**src/rtl/clint_bridge_pkg.sv**
```systemverilog
// Shared types and constants for the CLINT AXI4 slave bridge.
// Address window helper is used only when CLINT_BRIDGE_ADDR_CHECK_EN is defined.
package clint_bridge_pkg;

  localparam int unsigned ADDR_W = 64;
  localparam int unsigned DATA_W = 64;
  localparam int unsigned ID_W   = 10;

  typedef enum logic [2:0] {IDLE, WDATA, ACCESS, RRESP, BRESP} state_e;

  localparam logic [1:0] RESP_OKAY   = 2'b00;
  localparam logic [1:0] RESP_SLVERR = 2'b10;

  localparam logic [15:0] WIN_MSIP     = 16'h0000;
  localparam logic [15:0] WIN_MTIMECMP = 16'h4000;
  localparam logic [15:0] WIN_MTIME    = 16'hBFF8;

  typedef struct packed {
    logic [ID_W-1:0]   id;
    logic [ADDR_W-1:0] addr;
    logic [7:0]        len;
  } axi_ax_t;

  typedef struct packed {
    logic [DATA_W-1:0]   data;
    logic [DATA_W/8-1:0] strb;
    logic                last;
  } axi_w_t;

  typedef struct packed {
    logic [ID_W-1:0] id;
    logic [1:0]      resp;
  } axi_b_t;

  typedef struct packed {
    logic [ID_W-1:0]   id;
    logic [DATA_W-1:0] data;
    logic [1:0]        resp;
    logic              last;
  } axi_r_t;

  typedef struct packed {
    axi_ax_t aw;
    logic    aw_valid;
    axi_w_t  w;
    logic    w_valid;
    logic    b_ready;
    axi_ax_t ar;
    logic    ar_valid;
    logic    r_ready;
  } axi_req_t;

  typedef struct packed {
    logic   aw_ready;
    logic   ar_ready;
    logic   w_ready;
    logic   b_valid;
    axi_b_t b;
    logic   r_valid;
    axi_r_t r;
  } axi_rsp_t;

  // Each 16 KiB window is identified by its top two address bits; mtime is a single word.
  function automatic logic addr_legal(input logic [15:0] a);
    return (a[2:0] == 3'b000) &&
           ((a[15:14] == WIN_MSIP[15:14]) || (a[15:14] == WIN_MTIMECMP[15:14]) ||
            (a == WIN_MTIME));
  endfunction

endpackage

```
**src/rtl/clint_axi_bridge.sv**
```systemverilog
// AXI4 single-beat slave to CLINT one-cycle register strobe bridge.
// Define CLINT_BRIDGE_ADDR_CHECK_EN to reject unaligned / out-of-window accesses with SLVERR.
module clint_axi_bridge
  import clint_bridge_pkg::*;
#(
  parameter int unsigned AXI_ADDR_WIDTH = 64,
  parameter int unsigned AXI_DATA_WIDTH = 64,
  parameter int unsigned AXI_ID_WIDTH   = 10,
  parameter type axi_req_slv_t = axi_req_t,
  parameter type axi_rsp_slv_t = axi_rsp_t
) (
  input  logic                      clk_i,
  input  logic                      rst_i,
  input  axi_req_slv_t              axi_req_i,
  output axi_rsp_slv_t              axi_resp_o,
  output logic [AXI_ADDR_WIDTH-1:0] address_o,
  output logic                      en_o,
  output logic                      we_o,
  output logic [7:0]                be_o,
  output logic [63:0]               data_o,
  input  logic [63:0]               data_i
);

  if (AXI_DATA_WIDTH != 64) begin : g_data_width_check
    $error("clint_axi_bridge: AXI_DATA_WIDTH must be 64");
  end

  state_e                    state_q;
  logic                      prio_q;
  logic [AXI_ADDR_WIDTH-1:0] addr_q;
  logic [AXI_ID_WIDTH-1:0]   id_q;
  logic [7:0]                len_q;
  logic [7:0]                cnt_q;
  logic [63:0]               wdata_q;
  logic [63:0]               rdata_q;
  logic [7:0]                be_q;
  logic                      err_q;
  logic                      en_q;
  logic                      we_q;
  logic                      rvalid_q;
  logic                      bvalid_q;

  logic aw_ready, ar_ready, w_ready;
  logic aw_hs, ar_hs, w_hs, r_hs, b_hs;
  logic ar_legal, w_legal;

  // Priority bit only matters when both address channels are valid together.
  assign aw_ready = (state_q == IDLE) && !rst_i && (prio_q || !axi_req_i.ar_valid);
  assign ar_ready = (state_q == IDLE) && !rst_i && (!prio_q || !axi_req_i.aw_valid);
  assign w_ready  = (state_q == WDATA);

  assign aw_hs = axi_req_i.aw_valid && aw_ready;
  assign ar_hs = axi_req_i.ar_valid && ar_ready;
  assign w_hs  = axi_req_i.w_valid && w_ready;
  assign r_hs  = rvalid_q && axi_req_i.r_ready;
  assign b_hs  = bvalid_q && axi_req_i.b_ready;

`ifdef CLINT_BRIDGE_ADDR_CHECK_EN
  assign ar_legal = addr_legal(axi_req_i.ar.addr[15:0]);
  assign w_legal  = addr_legal(addr_q[15:0]);
`else
  assign ar_legal = 1'b1;
  assign w_legal  = 1'b1;
`endif

  always_ff @(posedge clk_i or posedge rst_i) begin
    if (rst_i) begin
      state_q  <= IDLE;
      prio_q   <= 1'b1;
      addr_q   <= '0;
      id_q     <= '0;
      len_q    <= '0;
      cnt_q    <= '0;
      wdata_q  <= '0;
      rdata_q  <= '0;
      be_q     <= '0;
      err_q    <= 1'b0;
      en_q     <= 1'b0;
      we_q     <= 1'b0;
      rvalid_q <= 1'b0;
      bvalid_q <= 1'b0;
    end else begin
      en_q <= 1'b0;
      case (state_q)
        IDLE: begin
          if (aw_hs) begin
            addr_q  <= axi_req_i.aw.addr;
            id_q    <= axi_req_i.aw.id;
            len_q   <= axi_req_i.aw.len;
            prio_q  <= !prio_q;
            state_q <= WDATA;
          end else if (ar_hs) begin
            addr_q  <= axi_req_i.ar.addr;
            id_q    <= axi_req_i.ar.id;
            len_q   <= axi_req_i.ar.len;
            cnt_q   <= axi_req_i.ar.len;
            prio_q  <= !prio_q;
            be_q    <= 8'hFF;
            we_q    <= 1'b0;
            rdata_q <= '0;
            if (axi_req_i.ar.len == 8'd0) begin
              en_q    <= ar_legal;
              err_q   <= !ar_legal;
              state_q <= ACCESS;
            end else begin
              err_q    <= 1'b1;
              rvalid_q <= 1'b1;
              state_q  <= RRESP;
            end
          end
        end
        WDATA: begin
          if (w_hs) begin
            wdata_q <= axi_req_i.w.data;
            be_q    <= axi_req_i.w.strb;
            we_q    <= 1'b1;
            if (len_q == 8'd0) begin
              en_q    <= w_legal;
              err_q   <= !w_legal;
              state_q <= ACCESS;
            end else if (axi_req_i.w.last) begin
              err_q    <= 1'b1;
              bvalid_q <= 1'b1;
              state_q  <= BRESP;
            end
          end
        end
        ACCESS: begin
          if (we_q) begin
            bvalid_q <= 1'b1;
            state_q  <= BRESP;
          end else begin
            rdata_q  <= err_q ? 64'd0 : data_i;
            rvalid_q <= 1'b1;
            state_q  <= RRESP;
          end
        end
        RRESP: begin
          if (r_hs) begin
            if (cnt_q == 8'd0) begin
              rvalid_q <= 1'b0;
              state_q  <= IDLE;
            end else begin
              cnt_q <= cnt_q - 8'd1;
            end
          end
        end
        BRESP: begin
          if (b_hs) begin
            bvalid_q <= 1'b0;
            state_q  <= IDLE;
          end
        end
        default: state_q <= IDLE;
      endcase
    end
  end

  always_comb begin
    axi_resp_o          = '0;
    axi_resp_o.aw_ready = aw_ready;
    axi_resp_o.ar_ready = ar_ready;
    axi_resp_o.w_ready  = w_ready;
    axi_resp_o.b_valid  = bvalid_q;
    axi_resp_o.b.id     = id_q;
    axi_resp_o.b.resp   = err_q ? RESP_SLVERR : RESP_OKAY;
    axi_resp_o.r_valid  = rvalid_q;
    axi_resp_o.r.id     = id_q;
    axi_resp_o.r.data   = rdata_q;
    axi_resp_o.r.resp   = err_q ? RESP_SLVERR : RESP_OKAY;
    axi_resp_o.r.last   = (cnt_q == 8'd0);
  end

  assign address_o = addr_q;
  assign en_o      = en_q;
  assign we_o      = we_q;
  assign be_o      = be_q;
  assign data_o    = wdata_q;

endmodule

```
**config.mk**
```make
export PLATFORM = sky130hd
export DESIGN_NAME = clint_axi_bridge
export DESIGN_NICKNAME = d
export VERILOG_FILES = /design/src/rtl/clint_bridge_pkg.sv /design/src/rtl/clint_axi_bridge.sv
export SDC_FILE = /design/constraint.sdc
export NUM_CORES = 1
export LEC_CHECK = 0
export BUFFER_PORTS_ARGS = -buffer_cell sky130_fd_sc_hd__buf_2
export CAP_MARGIN = 0
export CORE_AREA = 2 2 211 213
export CTS_CLUSTER_SIZE = 40
export DETAILED_ROUTE_END_ITERATION = 8
export DIE_AREA = 0 0 213 215
export SLEW_MARGIN = 10
export SYNTH_ARGS = -nofsm -noshare
export SYNTH_HDL_FRONTEND = slang
export SYNTH_SLANG_ARGS = --single-unit
export TNS_END_PERCENT = 10
```
**constraint.sdc**
```tcl
create_clock -name clk_i -period 9.95 [get_ports clk_i]
set_clock_uncertainty 0.2 [all_clocks]
set_input_delay 1.4925 -clock clk_i [delete_from_list [all_inputs] [get_ports clk_i]]
set_output_delay 1.4925 -clock clk_i [all_outputs]
set_load 0.1 [all_outputs]
```
==> flow_summary.yaml, run 1 <==
run_status:
  status: "completed"
sta:
  tightestPinTransition_ns: 1.10
  min_period_ns: 4.21
  relSlewSlack: 0.268
  finalCritPeriodShare: 0.423
  hold_violations: 0
  slew_violations: 0
  fin_ws_ns: 5.74
  setup_viol_count_final: 0
  fin_tns_setup_ns: 0
  fmax_mhz: 237
  rsz0062_at_grt: "false"
clocking:
  cts_max_level: 1
  clk_latency_ns: 0.55
  cts_buffers: 28
  cts-root-buf: "clkbuf_16"
  clkTransAtPathRegs_ns: 0.06
  cts_tree: "yes"
  cts_hold_buf: 0
  clockBufferDepth: 3
  cts_resized: 0
  clock-sinks: 235
  cts_setup_buffers: 0
floorplan:
  coreArea_sq_mm: 0.0436
  die_area_sq_mm: 0.0458
  io_pins: 540
  rows: 77
  initial_core_util: 0.237
  die-height_microns: 215
  dieWidth_microns: 213
worst_setup_path:
  endpoint_kind: "output pin"
  startpoint: "rst_i"
  regToRegSetupSlack_ns: 6.61
  startpoint_type: "primary input"
  crit_type: "primary input to output pin"
  reg2reg_depth: 5
  endpoint: "axi_resp_o[92]"
  crit_arrival_ns: 2.52
  cp.required_ns: 8.26
  worstPathMaxFanout: 7
  r2r-end: "address_o[30]"
  rr_startpoint: "state_q[0]"
global_routing:
  antenna_found_initial: 1
  first_global_vias: 9340
  grt_pass1_wl_microns: 52100
  track_usage: 0.143
  grt_max_degree: 117
  grt_overflow_total: 0
placement:
  place_ws_ns: 5.75
  numPortBuffers: 537
  hpwl_microns: 24900
  gp_congestion: 0.934
layout:
  drive_gt1_frac: 0.380
  area_growth_syn_to_layout_pct: 39.1
  nets: 1887
  num-fill-cells: 4566
detailed_routing:
  detail-route-antenna-nets: 0
  drcViolationCount: 0
  wire_per_inst_microns: 15.5
  totalWireLength_microns: 34000
  drtPass1Iterations: 5
  drt_iter0_markers: 503
  viasPerCell: 4.32
  num_vias: 9467
min_path:
  hold_path_class: "flop to flop"
yosys:
  syn_inst: 1087
  synth_area_per_cell_sq_um: 9.53
  synth_edf_count: 0
  ys_seq_area_frac: 0.568
  ys_ff_latch: 235
  synthFlopType: "dfrtp_1"
  ys_warn_count: 0
  async_flop_share: 1.00
  netlist_area_sq_mm: 0.0104
  yosys.cell_types.count: 52
flow_run:
  maxCapViolations: 0
==> synth_stat cells, types with 2 or more instances <==
master | count | area share
or3_1 | 3 | 0.0018
buf_2 | 7 | 0.0034
nor2_1 | 92 | 0.033
nand2_1 | 201 | 0.073
or4_1 | 2 | 0.0014
clkbuf_1 | 51 | 0.018
o22ai_1 | 2 | 0.0012
ha_1 | 2 | 0.0024
a211o_1 | 2 | 0.0017
o22a_1 | 10 | 0.0085
o211ai_1 | 5 | 0.0036
buf_1 | 2 | 0.00072
a211oi_1 | 3 | 0.0022
nor3_1 | 5 | 0.0024
a21o_1 | 2 | 0.0014
mux2i_1 | 84 | 0.081
buf_6 | 9 | 0.0098
o21ai_0 | 72 | 0.035
and2_1 | 5 | 0.0030
nand3_1 | 71 | 0.034
and3b_1 | 3 | 0.0025
a22oi_1 | 3 | 0.0022
buf_4 | 19 | 0.014
dfrtp_1 | 234 | 0.57
nor4_1 | 5 | 0.0030
a21oi_1 | 92 | 0.044
nor3b_1 | 3 | 0.0022
inv_1 | 74 | 0.027
==> area by class of cell <==
class                           count  area [sq um]  share of cell area
Clock inverter                     15           156              0.0109
Tap cell                          592           741              0.0514
Timing Repair Buffer              547          2760               0.192
Clock buffer                       36           802              0.0556
Multi-Input combinational cell    691          3780               0.262
Sequential cell                   235          5880               0.408
Antenna cell                        1          2.50            0.000174
Inverter                           74           285              0.0198
==> worst max-delay path: stages <==
cell	delay (ns)
buf_2	0.17
a21o_1	0.25
nor2_1	0.15
buf_2	0.45
==> state kept, by name, summed over array words and instances (netlist names), 3 cells and up <==
register / flops
state_q: 3
data_o: 64
rdata_q: 64
address_o: 64
id_q: 10
be_o: 8
len_q: 8
cnt_q: 8
==> per-layer routing <==
| layer | vias up | wire length [microns] | track usage | part of all wire |
|---|---|---|---|---|
| met5 | - | 13 | 0 | 0.00038 |
| met4 | 2 | 946 | 0.0487 | 0.028 |
| met3 | 53 | 2190 | 0.0275 | 0.065 |
| met2 | 339 | 16900 | 0.246 | 0.50 |
| met1 | 4499 | 14000 | 0.178 | 0.41 |
| li1 | 4574 | - | - | - |
==> how the worst min path moves through the flow <==
stage,endpoint,start,cells past startpoint
after global routing,data_o[54],data_o[54],2
after global placement,data_o[57],data_o[57],2
final,data_o[0],data_o[0],2
after CTS,data_o[48],data_o[48],2
after floorplan,len_q[1],len_q[1],2
after detailed placement,data_o[27],data_o[27],2
==> metrics by stage <==
stage / hold WS (ns) / instance area [sq um] / cells / utilization
2_1_floorplan: 0.296 / 10400 / 1088 / -
3_3_place_gp: 0.251 / 13500 / 2139 / 0.308
3_5_place_dp: 0.256 / 13500 / 2139 / 0.308
4_1_cts: 0.271 / 14400 / 2190 / 0.330
5_1_grt: 0.282 / 14400 / 2190 / 0.330
6_report: 0.270 / 14400 / 2191 / 0.330
==> layout by cell type, fill, tap and decap left out, types with 29 or more instances in the layout <==
master | synthesis | routed
clkbuf_16 | 0 | 29
buf_2 | 7 | 537
nor2_1 | 92 | 91
a21oi_1 | 92 | 92
nand2_1 | 201 | 201
mux2i_1 | 84 | 84
nand3_1 | 71 | 71
inv_1 | 74 | 73
dfrtp_1 | 234 | 234
o21ai_0 | 72 | 72
==> logic make-up after synthesis <==
logic type / Yosys count / synth area share
buf+inv: 162 / 0.0729
other cells: 1 / 0.000362
fa+ha+maj: 2 / 0.00241
xor+xnor: 1 / 0.000845
compound gates: 203 / 0.110
simple gates: 398 / 0.163
mux: 85 / 0.0822
flops: 235 / 0.568
Power of run 1 is left out: the tool's default activity adds up to more than one toggle a clock period on the data nets, which glitch-free logic cannot reach.
==> run 2, diff against run 1 <==
clock period = 3.6 ns   (was 9.95 ns; I/O delays follow)
==> run 2 against run 1 <==
Non-clock buffer count rose by 128; hold slack got worse by 0.24 ns; cell count grew 5.9%; first-iteration DRC count rose by 8.0%; critical path depth decreased by 1; sequential share of layout area is 3.4 points lower; global-route usage rose by 1.5 points; core utilization increased by 3.0 points; register-to-register slack got worse by 5.9 ns; design area rose by 9.2%; flip-flop and latch count unchanged; highest routed layer unchanged; via count increased by 6.9%.
==> flow_summary.yaml, run 2 (synthesis results as in run 1) <==
worst_setup_path:
  rr_startpoint: "state_q[2]"
  endpoint_kind: "output pin"
  regToRegSetupSlack_ns: 0.67
  slowest_stage: "or3_1"
  crit_type: "flop to output pin"
  cp_slowest_stage_delay_ns: 0.60
  crit_buf_inv: 1
  cp.required_ns: 2.86
  r2r-end: "address_o[42]"
  path_cells: "or3_1, nor2_1, buf_2"
  crit_arrival_ns: 2.62
  reg2reg_depth: 5
  worstPathMaxFanout: 15
  path_delay_family: "simple AND/OR/NAND/NOR gates"
  startpoint_type: "flop"
detailed_routing:
  viasPerCell: 4.36
  num_vias: 10100
  detail-route-antenna-nets: 0
  drtPass1Iterations: 5
  drcViolationCount: 0
  wire_per_inst_microns: 16.1
  drt_iter0_markers: 543
  totalWireLength_microns: 37500
placement:
  hpwl_microns: 27100
  numPortBuffers: 537
  place_ws_ns: 0.682
  gp_congestion: 0.906
  dp_cells: 2154
clocking:
  clkTransAtPathRegs_ns: 0.06
  cts-root-buf: "clkbuf_16"
  clock-sinks: 235
  cts_setup_buffers: 0
  clockBufferDepth: 3
  cts_resized: 0
  cts_tree: "yes"
  cts_buffers: 28
  cts_max_level: 1
  clk_latency_ns: 0.55
layout:
  stdcell_count: 2321
  area_growth_syn_to_layout_pct: 51.8
  layout_commonest_cell: "buf_2"
  drive_gt1_frac: 0.358
  layout_common_cells: "537 x buf_2, 234 x dfrtp_1, 201 x nand2_1, 113 x dlygate4sd3_1, 92 x a21oi_1"
  nets: 2015
sta:
  relSlewSlack: 0.353
  hold_violations: 0
  finalCritPeriodShare: 0.934
  whs_ns: 0.0255
  slew_violations: 0
  fin_ws_ns: 0.239
  setup_viol_count_final: 0
  rsz0062_at_grt: "false"
  tightestPinTransition_ns: 0.968
  min_period_ns: 3.36
  fmax_mhz: 298
global_routing:
  grt_pass1_wl_microns: 57300
  grt_overflow_total: 0
  first_global_vias: 10500
  use_met2: 0.266
  busiest_layer: "met2"
  use_met3: 0.0354
  antenna_found_initial: 3
  track_usage: 0.158
  met1_usage: 0.192
  grt_max_degree: 73
min_path:
  hold_path_class: "primary input to flop"
  min_path_cells: 3
  hp-start: "data_i[59]"
  worstHoldEndpoint: "rdata_q[59]"
floorplan:
  initial_core_util: 0.237
  die-height_microns: 215
  io_pins: 540
  coreArea_sq_mm: 0.0436
  die_area_sq_mm: 0.0458
  rows: 77
  dieWidth_microns: 213
flow_run:
  maxCapViolations: 0
run_status:
  status: "completed"
[run 2: changes by cell type in the layout (fill, tap and decap cells not counted), sizes merged, moves of 2 or more]
cell         delta
clkinvlp        +3
clkbuf          +7
clkinv          -6
buf            +15
dlygate4sd3   +113
bufinv          -2
[run 2: how the worst max path moves through the flow]
stage                     from        endpoint  slack [ns]  cells after the start
detailed placement  state_q[0]   address_o[28]        0.68                      5
floorplan                rst_i    address_o[0]       -0.22                      1
global placement    state_q[0]   address_o[60]        0.73                      5
global route        state_q[2]  axi_resp_o[92]        0.05                      3
CTS                 state_q[2]  axi_resp_o[92]        0.19                      3
finish              state_q[2]  axi_resp_o[92]        0.24                      3
[run 2: worst register-to-register path, stage by stage, from the launching register on]
cell and delay, ns:
dfrtp_1 0.54, or3_1 0.61, or4_4 0.81, buf_4 0.35, mux2i_1 0.14, a21oi_1 0.19
[run 2: cell type report]
type	count	area [sq um]
Antenna cell	2	5.00
Timing Repair Buffer	675	4120
Fill cell	4382	27900
Multi-Input combinational cell	691	3780
Sequential cell	235	5880
Inverter	74	282
Clock inverter	9	88.8
Tap cell	592	741
Clock buffer	43	837
[run 2: repair_timing]
item / CTS / global route
endpoints found under the setup margin: 0 / 0
endpoints found under the hold margin: 113 / 0
hold buffers: 113 / 0
[run 2: layer usage]
metal	part of all wire	vias to the layer above	routed length, microns
li1	-	4838	-
met4	0.043	2	1630
met5	0.00035	-	13
met1	0.41	4798	15400
met2	0.48	376	18000
met3	0.067	103	2520
[run 2: per-stage QoR]
| stage | util | area [sq um] | setup TNS [ns] |
|---|---|---|---|
| 4_1_cts | 0.360 | 15700 | 0 |
| 5_1_grt | 0.361 | 15700 | 0 |
| 3_3_place_gp | 0.313 | 13700 | 0 |
| 3_5_place_dp | 0.313 | 13700 | 0 |
| 2_1_floorplan | - | 10400 | -50.80 |
| 6_report | 0.361 | 15700 | 0 |
Power of run 2 is left out for the same reason.
==> run 3, diff against run 2 <==
==> constraint.sdc (replaced) <==
create_clock -name clk_i -period 3.44 [get_ports clk_i]
set_clock_uncertainty 0.2 [all_clocks]
set_input_delay 0.344 -clock clk_i [delete_from_list [all_inputs] [get_ports clk_i]]
set_output_delay 0.344 -clock clk_i [all_outputs]
set_load 0.1 [all_outputs]
==> run 3 against run 2 <==
First-iteration DRC count up 25%; global-route usage up 1.1 points; setup slack got worse by 0.13 ns.
==> flow_summary.yaml, run 3 (synthesis results as in run 1) <==
sta:
  tightestPinTransition_ns: 0.862
  relSlewSlack: 0.426
  fin_ws_ns: 0.112
  setup_viol_count_final: 0
  slew_violations: 0
  finalCritPeriodShare: 0.967
  hold_violations: 0
  min_period_ns: 3.33
  rsz0062_at_grt: "false"
  fmax_mhz: 300
layout:
  area_growth_syn_to_layout_pct: 69.5
  layout_commonest_cell: "buf_2"
  utilization: 0.402
  drive_gt1_frac: 0.319
  num-fill-cells: 4153
  layout_common_cells: "537 x buf_2, 308 x dlygate4sd3_1, 234 x dfrtp_1, 201 x nand2_1, 92 x a21oi_1"
  nets: 2208
  stdcell_count: 2505
clocking:
  cts_tree: "yes"
  clk_latency_ns: 0.54
  clkTransAtPathRegs_ns: 0.06
  cts_max_level: 1
  cts_setup_buffers: 0
  cts-root-buf: "clkbuf_16"
  cts_buffers: 27
  clock-sinks: 235
  clockBufferDepth: 3
worst_setup_path:
  worstPathMaxFanout: 37
  cp.required_ns: 3.69
  startpoint_type: "flop"
  endpoint_kind: "flop"
  crit_arrival_ns: 3.58
  reg2reg_depth: 6
  crit_type: "flop to flop"
placement:
  dp_cells: 2152
  numPortBuffers: 537
  hpwl_microns: 26600
  gp_congestion: 0.932
  place_ws_ns: 0.586
detailed_routing:
  drt_iter0_markers: 678
  viasPerCell: 4.42
  drtPass1Iterations: 5
  drcViolationCount: 0
  detail-route-antenna-nets: 0
  num_vias: 11100
  wire_per_inst_microns: 16.3
  totalWireLength_microns: 40900
global_routing:
  grt_overflow_total: 0
  grt_pass1_wl_microns: 61500
  busiest_layer: "met2"
  first_global_vias: 11500
  antenna_found_initial: 2
  track_usage: 0.169
  grt_max_degree: 129
  use_met2: 0.291
  met1_usage: 0.201
  use_met3: 0.0340
min_path:
  min_path_cells: 3
  hold_path_class: "primary input to flop"
power:
  power_density_mw_per_mm2: 1050
  p_leak_uw: 0.00906
  max-vdd-ir-drop_uv: 976
flow_run:
  maxCapViolations: 0
floorplan:
  coreArea_sq_mm: 0.0436
  rows: 77
  die_area_sq_mm: 0.0458
  initial_core_util: 0.237
  die-height_microns: 215
  io_pins: 540
  dieWidth_microns: 213
run_status:
  status: "completed"
## run 3: power breakdown
group          switching [uW]  internal [uW]  leakage, uW  total [uW]
Combinational            9230           1940      0.00578       11200
Clock                    1150           1600     0.000406        2760
Sequential                671           3790      0.00287        4460
Total                   11000           7330      0.00906       18400
## run 3: repair_timing
item	in CTS	in global routing
hold endpoints to repair	248	0
gates resized for setup	0	1
hold buffers	308	0
setup endpoints to repair	0	57
## run 3: final cells by class
type,instances,area [sq um],area share
timing repair buffer,868,6040,0.344
sequential,235,5880,0.335
multi-input combinational,692,3790,0.216
clock buffer,38,767,0.0437
tap,592,741,0.0422
inverter,74,282,0.0160
clock inverter,5,53.8,0.00306
antenna,1,2.50,0.000142
## run 3: final timing paths
kind	from	to	slack [ns]
setup / recovery	state_q[1]	address_o[23]	0.11
hold / removal	axi_req_i[8]	cnt_q[6]	0.03
setup reg to reg	state_q[1]	address_o[23]	0.11
hold reg to reg	data_o[26]	data_o[26]	0.27
max in group asynchronous	rst_i	address_o[0]	1.78
min in group asynchronous	rst_i	address_o[62]	0.44
## run 3: per-layer routing
metal | routed length (microns) | vias up
li1 | - | 5214
met1 | 16500 | 5305
met2 | 20000 | 453
met3 | 2670 | 111
met4 | 1720 | 0
met5 | 0 | -
## run 3: per-stage QoR
step | total power (uW) | TNS [ns] | instance area [sq um] | hold WS [ns]
5_1_grt | 19100 | 0 | 17600 | 0.0142
6_report | 18400 | 0 | 17600 | 0.0326
3_3_place_gp | 15100 | 0 | 13600 | 0.251
2_1_floorplan | 13300 | -42.37 | 10400 | 0.249
3_5_place_dp | 15200 | 0 | 13600 | 0.257
4_1_cts | 18400 | 0 | 17500 | 0.000219
## run 3: critical path: stages (launching register included)
cell           delay, ns
dfrtp_1             0.53
or3_4               0.50
or4_4               0.73
buf_12              0.28
mux2i_1             0.16
dlygate4sd3_1       0.57
a21oi_1             0.22
Note: power is estimated with default switching activity, not from simulation.
